--- src/rtl/teeter_pkg.sv ---
// Shared types and constants for the teeter ball/hole logic.
// Coordinate width, FSM state encoding and the capture-radius sizing helper.
package teeter_pkg;

  localparam int COORD_W = 10;
  localparam int SQ_W    = 2 * COORD_W + 1;
  localparam int DWELL_W = 4;

  typedef enum logic [1:0] {
    IDLE,
    SCAN,
    CAPTURED
  } scan_state_t;

  // Bits needed to hold radius*radius (at least 1).
  function automatic int rsq_width(input int radius);
    int rsq;
    int w;
    rsq = radius * radius;
    w   = 1;
    while ((rsq >> w) != 0) w++;
    return w;
  endfunction

endpackage

--- src/rtl/drop_in_multi_hole_if.sv ---
// Ball/hole inputs and capture outputs of the multi-hole drop detector.
// The physics side drives the master modport; the detector takes the slave modport.
interface drop_in_multi_hole_if #(
  parameter int N_HOLES = 8,
  parameter int IDX_W   = 4
);
  import teeter_pkg::*;

  logic                       is_game_playing;
  logic                       i_clear;
  logic [COORD_W-1:0]         i_bl_x;
  logic [COORD_W-1:0]         i_bl_y;
  logic [COORD_W*N_HOLES-1:0] i_holes_x;
  logic [COORD_W*N_HOLES-1:0] i_holes_y;
  logic [N_HOLES-1:0]         i_hole_en;
  logic                       o_fall_in;
  logic                       o_win;
  logic [IDX_W-1:0]           o_hole_idx;
  logic                       o_scan_done;

  modport master (
    output is_game_playing, i_clear, i_bl_x, i_bl_y, i_holes_x, i_holes_y, i_hole_en,
    input  o_fall_in, o_win, o_hole_idx, o_scan_done
  );

  modport slave (
    input  is_game_playing, i_clear, i_bl_x, i_bl_y, i_holes_x, i_holes_y, i_hole_en,
    output o_fall_in, o_win, o_hole_idx, o_scan_done
  );

endinterface

--- src/rtl/drop_in_multi_hole_hole_dist_sq.sv ---
// Point-in-circle test: |dx|,|dy| then dx^2+dy^2 <= RADIUS^2, 2-cycle latency.
// No backpressure; i_flush kills both stages' valids so in-flight results are dropped.
module hole_dist_sq
  import teeter_pkg::*;
#(
  parameter int RADIUS = 16,
  parameter int IDX_W  = 4
) (
  input  logic               i_clk,
  input  logic               i_rst,
  input  logic               i_flush,
  input  logic               i_vld,
  input  logic [IDX_W-1:0]   i_idx,
  input  logic               i_en,
  input  logic [COORD_W-1:0] i_ax,
  input  logic [COORD_W-1:0] i_ay,
  input  logic [COORD_W-1:0] i_bx,
  input  logic [COORD_W-1:0] i_by,
  output logic               o_vld,
  output logic [IDX_W-1:0]   o_idx,
  output logic               o_hit
);

  localparam int RSQ_W = rsq_width(RADIUS);
  localparam int CMP_W = (RSQ_W > SQ_W) ? RSQ_W : SQ_W;
  localparam logic [CMP_W-1:0] RSQ = CMP_W'(RADIUS * RADIUS);

  // Signed 11-bit subtract so a < b yields the true distance, not a wrapped one.
  function automatic logic [COORD_W-1:0] abs_diff(input logic [COORD_W-1:0] a,
                                                  input logic [COORD_W-1:0] b);
    logic signed [COORD_W:0] d;
    d = $signed({1'b0, a}) - $signed({1'b0, b});
    return d[COORD_W] ? COORD_W'(-d) : COORD_W'(d);
  endfunction

  logic               s1_vld;
  logic               s1_en;
  logic [IDX_W-1:0]   s1_idx;
  logic [COORD_W-1:0] s1_dx;
  logic [COORD_W-1:0] s1_dy;

  always_ff @(posedge i_clk) begin
    if (i_rst) begin
      s1_vld <= 1'b0;
      s1_en  <= 1'b0;
      s1_idx <= '0;
      s1_dx  <= '0;
      s1_dy  <= '0;
    end else begin
      s1_vld <= i_vld & ~i_flush;
      s1_en  <= i_en;
      s1_idx <= i_idx;
      s1_dx  <= abs_diff(i_ax, i_bx);
      s1_dy  <= abs_diff(i_ay, i_by);
    end
  end

  logic [2*COORD_W-1:0] dx2;
  logic [2*COORD_W-1:0] dy2;
  logic [SQ_W-1:0]      sq;
  logic                 in_radius;

  always_comb begin
    dx2       = {{COORD_W{1'b0}}, s1_dx} * {{COORD_W{1'b0}}, s1_dx};
    dy2       = {{COORD_W{1'b0}}, s1_dy} * {{COORD_W{1'b0}}, s1_dy};
    sq        = {1'b0, dx2} + {1'b0, dy2};
    in_radius = (CMP_W'(sq) <= RSQ);
  end

  always_ff @(posedge i_clk) begin
    if (i_rst) begin
      o_vld <= 1'b0;
      o_idx <= '0;
      o_hit <= 1'b0;
    end else begin
      o_vld <= s1_vld & ~i_flush;
      o_idx <= s1_idx;
      o_hit <= s1_en & in_radius;
    end
  end

endmodule

--- src/rtl/drop_in_multi_hole.sv ---
// Scans N_HOLES holes one per cycle (N_HOLES+2 cycles per scan), debounces over DWELL scans.
// No backpressure; capture is sticky until i_clear, and dropping is_game_playing aborts a scan.
module drop_in_multi_hole
  import teeter_pkg::*;
#(
  parameter int N_HOLES  = 8,
  parameter int RADIUS   = 16,
  parameter int DWELL    = 2,
  parameter int GOAL_IDX = 0,
  parameter int IDX_W    = 4
) (
  input  logic                i_clk,
  input  logic                i_rst,
  drop_in_multi_hole_if.slave bus
);

  localparam int CNT_W = $clog2(N_HOLES + 2);
  localparam logic [CNT_W-1:0] ISSUE_END = CNT_W'(N_HOLES);
  localparam logic [CNT_W-1:0] LAST_CNT  = CNT_W'(N_HOLES + 1);

  scan_state_t        state_q, state_d;
  logic [CNT_W-1:0]   cnt_q, cnt_d;
  logic [COORD_W-1:0] snap_x_q, snap_x_d;
  logic [COORD_W-1:0] snap_y_q, snap_y_d;
  logic [DWELL_W-1:0] dwell_q, dwell_d;
  logic [IDX_W-1:0]   cand_q, cand_d;
  logic               best_vld_q, best_vld_d;
  logic [IDX_W-1:0]   best_idx_q, best_idx_d;
  logic               fall_q, fall_d;
  logic               win_q, win_d;
  logic [IDX_W-1:0]   hole_idx_q, hole_idx_d;
  logic               scan_done_q, scan_done_d;

  logic               issue_vld;
  logic               flush;
  logic               take_snap;
  logic [IDX_W-1:0]   issue_idx;
  logic [COORD_W-1:0] hole_x;
  logic [COORD_W-1:0] hole_y;
  logic               hole_en;
  logic               res_vld;
  logic [IDX_W-1:0]   res_idx;
  logic               res_hit;
  logic               scan_hit;
  logic [IDX_W-1:0]   scan_idx;
  logic [DWELL_W-1:0] dwell_nx;
  logic [IDX_W-1:0]   cand_nx;
  logic               goal_nx;

  assign issue_idx = IDX_W'(cnt_q);

  always_comb begin
    hole_x  = '0;
    hole_y  = '0;
    hole_en = 1'b0;
    for (int h = 0; h < N_HOLES; h++) begin
      if (issue_idx == IDX_W'(h)) begin
        hole_x  = bus.i_holes_x[h*COORD_W +: COORD_W];
        hole_y  = bus.i_holes_y[h*COORD_W +: COORD_W];
        hole_en = bus.i_hole_en[h];
      end
    end
  end

  hole_dist_sq #(
    .RADIUS (RADIUS),
    .IDX_W  (IDX_W)
  ) u_dist (
    .i_clk   (i_clk),
    .i_rst   (i_rst),
    .i_flush (flush),
    .i_vld   (issue_vld),
    .i_idx   (issue_idx),
    .i_en    (hole_en),
    .i_ax    (snap_x_q),
    .i_ay    (snap_y_q),
    .i_bx    (hole_x),
    .i_by    (hole_y),
    .o_vld   (res_vld),
    .o_idx   (res_idx),
    .o_hit   (res_hit)
  );

  // Results arrive in index order, so the first hit seen in a scan is the lowest index.
  always_comb begin
    scan_hit = best_vld_q | (res_vld & res_hit);
    scan_idx = best_vld_q ? best_idx_q : res_idx;
    dwell_nx = '0;
    cand_nx  = cand_q;
    if (scan_hit) begin
      if (scan_idx == cand_q) begin
        dwell_nx = (dwell_q == '1) ? dwell_q : dwell_q + DWELL_W'(1);
      end else begin
        cand_nx  = scan_idx;
        dwell_nx = DWELL_W'(1);
      end
    end
    goal_nx = (cand_nx == IDX_W'(GOAL_IDX));
  end

  always_comb begin
    state_d     = state_q;
    cnt_d       = cnt_q;
    dwell_d     = dwell_q;
    cand_d      = cand_q;
    best_vld_d  = best_vld_q;
    best_idx_d  = best_idx_q;
    fall_d      = fall_q;
    win_d       = win_q;
    hole_idx_d  = hole_idx_q;
    scan_done_d = 1'b0;
    issue_vld   = 1'b0;
    flush       = 1'b0;
    take_snap   = 1'b0;

    case (state_q)
      IDLE: begin
        if (bus.is_game_playing) begin
          state_d    = SCAN;
          cnt_d      = '0;
          best_vld_d = 1'b0;
          take_snap  = 1'b1;
        end
        if (bus.i_clear) begin
          dwell_d = '0;
          cand_d  = '0;
        end
      end

      SCAN: begin
        if (!bus.is_game_playing) begin
          state_d    = IDLE;
          flush      = 1'b1;
          dwell_d    = '0;
          best_vld_d = 1'b0;
          if (bus.i_clear) cand_d = '0;
        end else if (cnt_q == LAST_CNT) begin
          scan_done_d = 1'b1;
          best_vld_d  = 1'b0;
          if (bus.i_clear) begin
            dwell_d   = '0;
            cand_d    = '0;
            cnt_d     = '0;
            take_snap = 1'b1;
          end else if (dwell_nx >= DWELL_W'(DWELL)) begin
            state_d    = CAPTURED;
            dwell_d    = dwell_nx;
            cand_d     = cand_nx;
            hole_idx_d = cand_nx;
            win_d      = goal_nx;
            fall_d     = ~goal_nx;
          end else begin
            dwell_d   = dwell_nx;
            cand_d    = cand_nx;
            cnt_d     = '0;
            take_snap = 1'b1;
          end
        end else begin
          issue_vld = (cnt_q < ISSUE_END);
          cnt_d     = cnt_q + CNT_W'(1);
          if (res_vld && res_hit && !best_vld_q) begin
            best_vld_d = 1'b1;
            best_idx_d = res_idx;
          end
          if (bus.i_clear) begin
            dwell_d = '0;
            cand_d  = '0;
          end
        end
      end

      CAPTURED: begin
        if (bus.i_clear) begin
          state_d    = IDLE;
          fall_d     = 1'b0;
          win_d      = 1'b0;
          hole_idx_d = '0;
          dwell_d    = '0;
          cand_d     = '0;
        end
      end

      default: state_d = IDLE;
    endcase

    snap_x_d = take_snap ? bus.i_bl_x : snap_x_q;
    snap_y_d = take_snap ? bus.i_bl_y : snap_y_q;
  end

  always_ff @(posedge i_clk) begin
    if (i_rst) begin
      state_q     <= IDLE;
      cnt_q       <= '0;
      snap_x_q    <= '0;
      snap_y_q    <= '0;
      dwell_q     <= '0;
      cand_q      <= '0;
      best_vld_q  <= 1'b0;
      best_idx_q  <= '0;
      fall_q      <= 1'b0;
      win_q       <= 1'b0;
      hole_idx_q  <= '0;
      scan_done_q <= 1'b0;
    end else begin
      state_q     <= state_d;
      cnt_q       <= cnt_d;
      snap_x_q    <= snap_x_d;
      snap_y_q    <= snap_y_d;
      dwell_q     <= dwell_d;
      cand_q      <= cand_d;
      best_vld_q  <= best_vld_d;
      best_idx_q  <= best_idx_d;
      fall_q      <= fall_d;
      win_q       <= win_d;
      hole_idx_q  <= hole_idx_d;
      scan_done_q <= scan_done_d;
    end
  end

  assign bus.o_fall_in   = fall_q;
  assign bus.o_win       = win_q;
  assign bus.o_hole_idx  = hole_idx_q;
  assign bus.o_scan_done = scan_done_q;

endmodule
--- src/flat_wrapper.sv ---
// flat-port wrapper written by rule: the top's interface ports become plain ports
module drop_in_multi_hole_flat import teeter_pkg::*;
#(
  parameter int N_HOLES  = 8,
  parameter int RADIUS   = 16,
  parameter int DWELL    = 2,
  parameter int GOAL_IDX = 0,
  parameter int IDX_W    = 4
)
  (i_clk, i_rst, bus_is_game_playing, bus_i_clear, bus_i_bl_x, bus_i_bl_y, bus_i_holes_x, bus_i_holes_y, bus_i_hole_en, bus_o_fall_in, bus_o_win, bus_o_hole_idx, bus_o_scan_done);
  drop_in_multi_hole_if #(.N_HOLES(N_HOLES), .IDX_W(IDX_W)) bus_i ();
  input  logic i_clk;
  input  logic i_rst;
  input wire logic [$bits(bus_i.is_game_playing)-1:0] bus_is_game_playing;
  input wire logic [$bits(bus_i.i_clear)-1:0] bus_i_clear;
  input wire logic [$bits(bus_i.i_bl_x)-1:0] bus_i_bl_x;
  input wire logic [$bits(bus_i.i_bl_y)-1:0] bus_i_bl_y;
  input wire logic [$bits(bus_i.i_holes_x)-1:0] bus_i_holes_x;
  input wire logic [$bits(bus_i.i_holes_y)-1:0] bus_i_holes_y;
  input wire logic [$bits(bus_i.i_hole_en)-1:0] bus_i_hole_en;
  output wire logic [$bits(bus_i.o_fall_in)-1:0] bus_o_fall_in;
  output wire logic [$bits(bus_i.o_win)-1:0] bus_o_win;
  output wire logic [$bits(bus_i.o_hole_idx)-1:0] bus_o_hole_idx;
  output wire logic [$bits(bus_i.o_scan_done)-1:0] bus_o_scan_done;
  assign bus_i.is_game_playing = bus_is_game_playing;
  assign bus_i.i_clear = bus_i_clear;
  assign bus_i.i_bl_x = bus_i_bl_x;
  assign bus_i.i_bl_y = bus_i_bl_y;
  assign bus_i.i_holes_x = bus_i_holes_x;
  assign bus_i.i_holes_y = bus_i_holes_y;
  assign bus_i.i_hole_en = bus_i_hole_en;
  assign bus_o_fall_in = bus_i.o_fall_in;
  assign bus_o_win = bus_i.o_win;
  assign bus_o_hole_idx = bus_i.o_hole_idx;
  assign bus_o_scan_done = bus_i.o_scan_done;
  drop_in_multi_hole #(.N_HOLES(N_HOLES), .RADIUS(RADIUS), .DWELL(DWELL), .GOAL_IDX(GOAL_IDX), .IDX_W(IDX_W)) u_core (.i_clk(i_clk), .i_rst(i_rst), .bus(bus_i));
endmodule
--- config.mk ---
export PLATFORM = sky130hd
export DESIGN_NAME = drop_in_multi_hole_flat
export DESIGN_NICKNAME = d
export VERILOG_FILES = /design/src/rtl/teeter_pkg.sv /design/src/rtl/drop_in_multi_hole_if.sv /design/src/rtl/drop_in_multi_hole_hole_dist_sq.sv /design/src/rtl/drop_in_multi_hole.sv /design/src/flat_wrapper.sv
export SDC_FILE = /design/constraint.sdc
export NUM_CORES = 1
export LEC_CHECK = 0
export BUFFER_PORTS_ARGS = -buffer_cell sky130_fd_sc_hd__buf_2
export CAP_MARGIN = 20
export CORE_MARGIN = 10
export CORE_UTILIZATION = 30
export DETAILED_ROUTE_END_ITERATION = 8
export GPL_ROUTABILITY_DRIVEN = 0
export GPL_TIMING_DRIVEN = 1
export MAX_ROUTING_LAYER = met4
export SYNTH_ARGS = -nofsm -noshare
export SYNTH_HDL_FRONTEND = slang
export SYNTH_HIERARCHICAL = 1
export SYNTH_SLANG_ARGS = --single-unit
--- constraint.sdc ---
create_clock -name i_clk -period 7.7 [get_ports i_clk]
set_input_delay 1.54 -clock i_clk [delete_from_list [all_inputs] [get_ports i_clk]]
set_output_delay 1.54 -clock i_clk [all_outputs]
set_load 0.05 [all_outputs]
* After elaboration in Yosys (flattened, before gate mapping) *
Index checks and enable logic that the tools add are counted.

word-level totals
  latch bits = 0
  memories = 0
  flip-flop bits (word level) = 78
  output and inout port bits = 7
  bits in read-only memories = 0
  word-level logic and storage cells = 170
  memory bits (writable) = 0

operators by class
  div/mod/pow operators = 0
  $mul = 2
  shift operators = 0
  eq/ne operators = 23
  reduce and logical (&&, ||, !) cells = 16
  bitwise logic cells = 10
  magnitude comparators = 3
  add/sub/neg operators = 7
  multiplexer cells = 89

operators with widths
  cell                                                              number
  two-way mux 10 bit                                                18
  two-way mux 4 bit                                                 24
  multiplier 10 x 10 -> 20 bit                                      2
  two-way mux 1 bit                                                 32
  one-hot mux 4 bit (2 select lines)                                4
  subtractor 10 x 10 -> 11 bit                                      2
  adder 20 x 20 -> 21 bit                                           1
  less-or-equal comparator 21 x 9 -> 1 bit (second input constant)  1
  negator 10 bit                                                    2
  == test 4 x 3 -> 1 bit (second input constant)                    4
  two-way mux 2 bit                                                 6
  adder 4 x 1 -> 4 bit (second input constant)                      2
  == test 4 x 2 -> 1 bit (second input constant)                    2
  == test 4 bit (second input constant)                             2
  logical NOT 4 bit                                                 2
  != test 2 bit (second input constant)                             4
  one-hot mux 1 bit (2 select lines)                                4
  AND reduction 4 bit                                               2
  != test 3 x 2 -> 1 bit (second input constant)                    2
  one-hot mux 2 bit (3 select lines)                                1
  AND reduction 6 bit                                               1
  nonzero test 2 bit                                                3
  NOT 1 bit                                                         5
  AND reduction 5 bit                                               1
  18 further kinds                                                  23

* Longest topological paths before layout *
Gate-level depths: netlist of the first run.

  depth in word-level cells = 12
  depth in mapped cells = 24

* Hierarchy *
The synthesis of the first run kept the hierarchy.

by module, submodules not included
  module              sequential area each (um^2)  instances  cells an instance  area each (um^2)
  hole_dist_sq        640.6                        1          914                7962.6
  drop_in_multi_hole  920.9                        1          577                4116.4

* Worst setup path after synthesis of the first run *
Ideal clock, no wire load.

  kind = register to register
  start = register u_core.u_dist.s1_dy[6]
  end = register u_core.u_dist.o_hit
  stages on the path, launching flop included = 21
  path slack = 1417 ps
  clock period less this slack = 6283 ps
  path buffers = 1
  data arrival time = 6195 ps
  cell sequence = dfxtp_1 -> clkbuf_1 -> nand2_1 -> fa_1 -> inv_1 -> fa_1 -> fa_1 -> inv_1 -> fa_1 -> inv_1 -> fa_1 -> fa_1 -> ha_1 -> ha_1 -> inv_1 -> o311a_2 -> o2111ai_1 -> a2111o_1 -> or4_1 -> a311o_1 -> nor4_2

between the ends
  cells in the longest elaborated chain, start to end = 4

RTL lines
  item                                      line                                   source
  start, declared                           drop_in_multi_hole_hole_dist_sq.sv:40  logic [COORD_W-1:0] s1_dy;
  start signal, assigned                    drop_in_multi_hole_hole_dist_sq.sv:54  s1_dy <= abs_diff(i_ay, i_by);
  multiplier 10 x 10 -> 20 bit              drop_in_multi_hole_hole_dist_sq.sv:65  dy2 = {{COORD_W{1'b0}}, s1_dy} * {{COORD_W{1'b0}}, s1_dy};
  adder 20 x 20 -> 21 bit                   drop_in_multi_hole_hole_dist_sq.sv:66  sq = {1'b0, dx2} + {1'b0, dy2};
  less-or-equal comparator 21 x 9 -> 1 bit  drop_in_multi_hole_hole_dist_sq.sv:67  in_radius = (CMP_W'(sq) <= RSQ);
  bitwise AND 1 bit                         drop_in_multi_hole_hole_dist_sq.sv:78  o_hit <= s1_en & in_radius;
  end signal, assigned                      drop_in_multi_hole_hole_dist_sq.sv:78
  end, declared                             drop_in_multi_hole_hole_dist_sq.sv:21  output logic o_hit

Every way passes these cells.
A chain may end at the register's enable or synchronous reset.

* Worst setup path after layout of the first run *
  start = register u_core.u_dist.s1_dy[7]
  end = register u_core.u_dist.o_hit

Same word-level chain as after synthesis.

==> impl_metrics.csv, run 1 <==
group,metric,value,unit
status,status,"finished, final reports clean",
setup_path,startpoint,"u_core/u_dist/s1_dy[7]",
sta,layout_setup_ws,1.05,ns
global_route,busiest_layer,"met2",
routing,viasPerCell,5.08,
setup_path,r2r_slack,1.05,ns
floorplan,core,0.0397,mm2
cts,root_buffer,"clkbuf_16",
cts,tritoncts,"done",
setup_path,worstSetupPathType,"flip-flop to flip-flop",
cts,cts_buffers,9,
synth,synth_cells,1491,
setup_path,reg2reg_to,"u_core/u_dist/o_hit",
placement,portBuffers,198,
global_route,grtUsageMet2,27.1,%
floorplan,start_util,30.4,%
power_and_ir_drop,power.density,279,mW/mm2
setup_path,required,7.95,ns
setup_path,cp-start-kind,"flip-flop",
synth,ys_ff_latch,78,
floorplan,rows,73,
global_route,overflow,0,
synth,synthFlopType,"dfxtp_1",
sta,finalSetupTns,0,ns
setup_path,crit_fanout,13,
setup_path,reg2reg_depth,19,
power_and_ir_drop,power_leakage,6.41,nW
setup_path,crit_end,"u_core/u_dist/o_hit",
global_route,grt_pass1_vias,11508,
power_and_ir_drop,switching_power,0.00194,W
placement,dp_cells,2144,
routing,wl_per_cell,16.6,um
cts,clkLatencyLatePin,0.35,ns
finish,layout-area-overhead-vs-synth,14.3,%
sta,hold_viol,0,
synth,ys_warn_count,6,
global_route,grt_pass1_wl,57800,um
sta,tightest_slew,1.05,ns
cts,cts_buffer_depth,2,
sta,min_period_over_period,86.4,%
min_path,hold_class,"flip-flop to flip-flop",
sta,relSlewSlack,30.1,%
global_route,grt_usage,15.1,%
sta,drv_slew,0,
synth,synth.net_count,1920,
routing,vias,10991,
global_route,use_met3,1.98,%
power_and_ir_drop,share_comb_of_total_power,75.3,%
routing,drt_iter0_markers,659,
cts,cts_resized,0,
sta,finClkSkew,0.00978,ns
sta,period_needed,6.65,ns
placement,preCtsSetupSlack,1.06,ns
floorplan,die_area,0.0487,mm2
power_and_ir_drop,p_int,0.00190,W
routing,drt_first_pass_iters,5,
routing,drcViolationCount,0,
cts,hold_buffers,0,
synth,synth-edff-count,0,
sta,rsz0062_at_grt,"false",
finish,fin_util,34.8,%
synth,postSynth.asyncResetShare,0,%
placement,dpl.hpwl,30100,um
job,maxCapViolations,0,
cts,clkTransAtPathRegs,0.06,ns
global_route,grt_start_max_net_pins,48,
routing,wl,35900,um
synth,synth_cell_type_count,80,
floorplan,die_x,221,um
floorplan,io_pins,199,
power_and_ir_drop,max-vdd-ir-drop,0.277,mV
setup_path,cp.arrival,6.90,ns
power_and_ir_drop,p_clk_share,11.5,%
routing,ant_nets,0,
sta,setup_violations,0,
setup_path,crit-reg2reg-launch,"u_core/u_dist/s1_dy[7]",
power_and_ir_drop,pwr-share-seq,13.1,%
synth,syn-cell-area,0.0121,mm2
finish,drive_gt1_share,15.4,%
global_route,antenna_found_initial,2,
power_and_ir_drop,switching_share,50.5,%
synth,ys_seq_area_share,12.9,%
global_route,use_met1,16.5,%
cts,clkSinkCount,78,
floorplan,fp.dieH,221,um
sta,max_freq,0.150,GHz
cts,post-cts-setup-buffers,0,
finish,fin_cells,2162,
finish,fin_nets,2059,
power_and_ir_drop,p_total,0.00385,W
cts,h-tree-depth,3,
setup_path,cp-end-kind,"flip-flop",
synth,avgSynthCellArea,8.10,um2
layout make-up:
class                      instances  area, um2
fill                            4182      25900
antenna                            2       5.00
clock buffer                      10        229
inverter                         234        878
multi-input combinational       1098       9330
tap                              525        657
sequential                        78       1560
clock inverter                     6       70.1
timing repair buffer             209       1070
synthesized netlist by cell type (all sizes together), types with 16 or more instances:
cell type  instances  area [um2]
a21oi             86         430
xor2              16         140
clkbuf            72         272
nand3             36         180
nor2b             23         144
fa               133        2660
and3              18         113
o311ai            21         184
nor2              60         228
dfxtp             78        1560
nand2            144         541
nor3              18        90.1
a32oi             23         201
xnor2             25         219
a22oi             22         165
nor3b             22         165
o21ai             83         415
inv              234         878
and2              55         344
mux2i             43         430
ha               104        1300
layer usage:
| layer | routed length [um] | up-vias |
|---|---|---|
| met1 | 14600 | 5269 |
| li1 | - | 5341 |
| met5 | 0 | - |
| met4 | 1280 | 0 |
| met2 | 18500 | 331 |
| met3 | 1470 | 50 |
flip-flops by register name (all words and copies together) (netlist names):
| register | flops |
|---|---|
| u_core/cand_q | 4 |
| u_core/u_dist/o_hit | 1 |
| u_core/bus.o_fall_in | 1 |
| u_core/u_dist/o_vld | 1 |
| u_core/best_vld_q | 1 |
| u_core/u_dist/s1_en | 1 |
| u_core/snap_y_q | 10 |
| u_core/snap_x_q | 10 |
| u_core/cnt_q | 4 |
| u_core/u_dist/s1_dy | 10 |
| u_core/u_dist/s1_dx | 10 |
| u_core/bus.o_scan_done | 1 |
| u_core/u_dist/s1_vld | 1 |
| u_core/best_idx_q | 4 |
| u_core/bus.o_win | 1 |
| u_core/u_dist/o_idx | 4 |
| u_core/state_q | 2 |
| u_core/u_dist/s1_idx | 4 |
| u_core/dwell_q | 4 |
| u_core/bus.o_hole_idx | 4 |
placed cells by master, fill, tap and decap left out, types with 43 or more instances in the layout:
| master | instances |
|---|---|
| fa_1 | 133 |
| inv_1 | 234 |
| nor2_1 | 57 |
| o21ai_0 | 80 |
| and2_1 | 55 |
| buf_2 | 198 |
| ha_1 | 104 |
| dfxtp_1 | 76 |
| a21oi_1 | 86 |
| mux2i_1 | 43 |
| nand2_1 | 144 |
worst min path at each step:
stage | startpoint | to | slack (ns) | cells after the start
floorplan | u_core/u_dist/s1_idx[0] | u_core/u_dist/o_idx[0] | 0.41 | 1
global placement | u_core/u_dist/s1_idx[3] | u_core/u_dist/o_idx[3] | 0.42 | 1
detailed placement | u_core/u_dist/s1_idx[3] | u_core/u_dist/o_idx[3] | 0.43 | 1
CTS | u_core/u_dist/s1_idx[3] | u_core/u_dist/o_idx[3] | 0.44 | 1
global route | u_core/u_dist/s1_idx[3] | u_core/u_dist/o_idx[3] | 0.47 | 1
finish | u_core/u_dist/s1_idx[3] | u_core/u_dist/o_idx[3] | 0.44 | 1
power by group through the flow:
stage / registers, W / logic, W / clock network (W)
floorplan: 0.000462 / 0.00228 / 0
CTS: 0.000504 / 0.00293 / 0.000453
detailed placement: 0.000513 / 0.00290 / 0
global route: 0.000514 / 0.00337 / 0.000468
finish: 0.000505 / 0.00290 / 0.000443
global placement: 0.000507 / 0.00286 / 0
through the flow:
step / cell area (um2) / hold slack [ns]
after floorplan: 12100 / 0.414
after global placement: 13500 / 0.425
after detailed placement: 13500 / 0.428
after CTS: 13800 / 0.444
after global routing: 13800 / 0.469
final: 13800 / 0.440
cells by family (layout without fill, tap and decap cells):
group | count (synthesis) | count (layout) | share of synthesized area (%)
flops | 78 | 78 | 12.9
fa+ha+maj | 237 | 237 | 32.8
compound gates | 343 | 343 | 19.0
other cells | 0 | 2 | 0
mux | 46 | 46 | 4.03
buf+inv | 315 | 459 | 9.94
simple gates | 431 | 431 | 18.4
xor+xnor | 41 | 41 | 2.97
worst max-delay path, cell delays in order, from the launching register on:
cell	delay [ns]
dfxtp_1	0.55
nand2_1	0.14
fa_1	0.54
inv_1	0.07
fa_1	0.49
fa_1	0.50
inv_1	0.06
fa_1	0.57
inv_1	0.07
fa_1	0.50
fa_1	0.49
ha_1	0.31
ha_1	0.39
inv_1	0.13
o311a_2	0.18
o2111ai_1	0.12
a2111o_1	0.38
or4_1	0.52
a311o_1	0.29
nor4_2	0.25
Note: power is estimated with default switching activity, not from simulation.
==> run 2, diff against run 1 <==
--- a/config.mk
+++ b/config.mk
@@ -13,6 +13,7 @@
 export GPL_ROUTABILITY_DRIVEN = 0
 export GPL_TIMING_DRIVEN = 1
 export MAX_ROUTING_LAYER = met4
+export REMOVE_ABC_BUFFERS = 1
 export SYNTH_ARGS = -nofsm -noshare
 export SYNTH_HDL_FRONTEND = slang
 export SYNTH_HIERARCHICAL = 1
==> impl_metrics.csv, run 2 (synthesis results as in run 1) <==
group,metric,value,unit
setup_path,r2r_slack,1.04,ns
sta,finalSetupTns,0,ns
power_and_ir_drop,p_int,0.00194,W
min_path,hold_class,"flip-flop to flip-flop",
cts,tritoncts,"done",
floorplan,rows,73,
sta,tightest_slew,1.08,ns
routing,dr_wl_met2,17700,um
sta,max_freq,0.150,GHz
setup_path,reg2reg_to,"u_core/u_dist/o_hit",
power_and_ir_drop,p_total,0.00399,W
cts,h-tree-depth,3,
setup_path,crit_path_top_delay_cell,"dfxtp_1",
sta,setup_violations,0,
status,status,"finished, final reports clean",
cts,clkSinkCount,78,
global_route,grt_usage,15.3,%
setup_path,required,7.97,ns
finish,layout_common_cells,"234 x inv_1, 198 x buf_2, 144 x nand2_1",
job,maxCapViolations,0,
floorplan,start_util,30.4,%
routing,viasPerCell,5.09,
sta,relSlewSlack,27.8,%
power_and_ir_drop,switching_share,51.4,%
cts,clkTransAtPathRegs,0.07,ns
routing,drt_first_pass_iters,7,
floorplan,core,0.0397,mm2
global_route,grt_pass1_vias,11276,
setup_path,worstSetupPathType,"flip-flop to flip-flop",
setup_path,startpoint,"u_core/u_dist/s1_dy[7]",
cts,cts_resized,0,
global_route,grt_pass1_wl,59000,um
setup_path,crit_end,"u_core/u_dist/o_hit",
power_and_ir_drop,switching_power,0.00205,W
global_route,antenna_found_initial,1,
floorplan,die_area,0.0487,mm2
setup_path,crit-reg2reg-launch,"u_core/u_dist/s1_dy[7]",
global_route,overflow,0,
routing,vias,11015,
finish,fin_nets,2063,
cts,root_buffer,"clkbuf_16",
cts,cts_buffer_depth,2,
routing,drt_iter0_markers,645,
floorplan,die_x,221,um
sta,drv_slew,0,
global_route,grt_start_max_net_pins,71,
cts,hold_buffers,0,
setup_path,cpPeakStageDelay,0.58,ns
floorplan,fp.dieH,221,um
cts,post-cts-setup-buffers,0,
cts,clkLatencyLatePin,0.36,ns
sta,hold_viol,0,
finish,layout_commonest_cell,"inv_1",
sta,rsz0062_at_grt,"false",
finish,layout-area-overhead-vs-synth,14.6,%
routing,met3_length,1060,um
power_and_ir_drop,max-vdd-ir-drop,0.284,mV
setup_path,cp.arrival,6.93,ns
cts,cts_buffers,9,
routing,wl,36000,um
routing,drcViolationCount,0,
placement,dpl.hpwl,30200,um
routing,drt-met1-wl,16900,um
setup_path,cp-start-kind,"flip-flop",
floorplan,io_pins,199,
routing,topRoutingLayerUsed,"met4",
setup_path,reg2reg_depth,17,
power_and_ir_drop,power.density,288,mW/mm2
power_and_ir_drop,p_clk_share,11.6,%
routing,ant_nets,0,
sta,min_period_over_period,86.5,%
finish,drive_gt1_share,15.6,%
finish,fill_cells,4165,
power_and_ir_drop,power_leakage,6.43,nW
placement,portBuffers,198,
setup_path,crit_top_cell,"fa_1",
power_and_ir_drop,pwr-share-seq,12.7,%
sta,period_needed,6.66,ns
sta,finClkSkew,0.0108,ns
power_and_ir_drop,share_comb_of_total_power,75.6,%
setup_path,crit_chain,"and2_1 -> fa_1 -> fa_1 -> inv_1 -> fa_1 -> inv_1 -> fa_1 -> fa_1 -> fa_1 -> ha_1 -> ha_1 -> a211o_1 -> a21oi_1 -> o221ai_1 -> or4_1 -> a311o_1 -> nor4_2",
setup_path,crit_fanout,13,
routing,wl_per_cell,16.6,um
setup_path,cp-end-kind,"flip-flop",
[run 2: cell count changes in the layout (fill, tap and decap cells not counted)]
| cell | change |
|---|---|
| inv_8 | +1 |
| clkinv_2 | -1 |
| diode_2 | -1 |
| inv_6 | +3 |
| nor2_2 | -1 |
| nor2_1 | +1 |
| clkinv_4 | -2 |
| buf_4 | +4 |
| clkbuf_1 | -1 |
[run 2: how the worst min path moves through the flow]
stage	from	endpoint	slack (ns)	cells past startpoint
2_1_floorplan	u_core/u_dist/s1_idx[0]	u_core/u_dist/o_idx[0]	0.41	1
3_3_place_gp	u_core/u_dist/s1_idx[0]	u_core/u_dist/o_idx[0]	0.42	1
3_5_place_dp	u_core/u_dist/s1_idx[0]	u_core/u_dist/o_idx[0]	0.43	1
4_1_cts	u_core/u_dist/s1_idx[0]	u_core/u_dist/o_idx[0]	0.44	1
5_1_grt	u_core/u_dist/s1_idx[1]	u_core/u_dist/o_idx[1]	0.46	1
6_report	u_core/u_dist/s1_idx[1]	u_core/u_dist/o_idx[1]	0.44	1
[run 2: final cells by class]
type                       count  area, um2  area share [%]
antenna                        1       2.50          0.0181
clock buffer                   9        225            1.63
clock inverter                 7       85.1           0.614
inverter                     234        878            6.34
multi-input combinational   1098       9330            67.4
sequential                    78       1560            11.3
tap                          525        657            4.74
timing repair buffer         213       1100            7.97
[run 2: layer usage]
metal,track usage (%),vias up
li1,-,5354
met1,20.2,5363
met2,25.4,273
met3,1.37,25
met4,2.74,0
met5,-,-
[run 2: power groups by stage]
| stage | clock network [W] | registers (W) | logic (W) |
|---|---|---|---|
| 2_1_floorplan | 0 | 0.000486 | 0.00224 |
| 3_3_place_gp | 0 | 0.000509 | 0.00295 |
| 3_5_place_dp | 0 | 0.000516 | 0.00300 |
| 4_1_cts | 0.000474 | 0.000506 | 0.00303 |
| 5_1_grt | 0.000491 | 0.000517 | 0.00344 |
| 6_report | 0.000464 | 0.000508 | 0.00301 |
[run 2: through the flow]
step | hold slack [ns] | instance area [um2] | std cells | worst slack, ns | util (%)
global placement | 0.423 | 13500 | 2148 | 1.17 | 34.1
global route | 0.464 | 13800 | 2165 | 0.694 | 34.8
floorplan | 0.414 | 11800 | 1410 | 1.48 | -
detailed placement | 0.426 | 13500 | 2148 | 1.00 | 34.1
finish | 0.440 | 13800 | 2165 | 1.04 | 34.8
CTS | 0.443 | 13800 | 2164 | 1.00 | 34.8
[run 2: worst max-delay path: cells and delay by family (launching register included)]
kind | cells | cell delay (ns)
simple gates | 3 | 1.03
flops | 1 | 0.58
compound gates | 4 | 1.11
fa+ha+maj | 8 | 3.74
buf+inv | 2 | 0.10
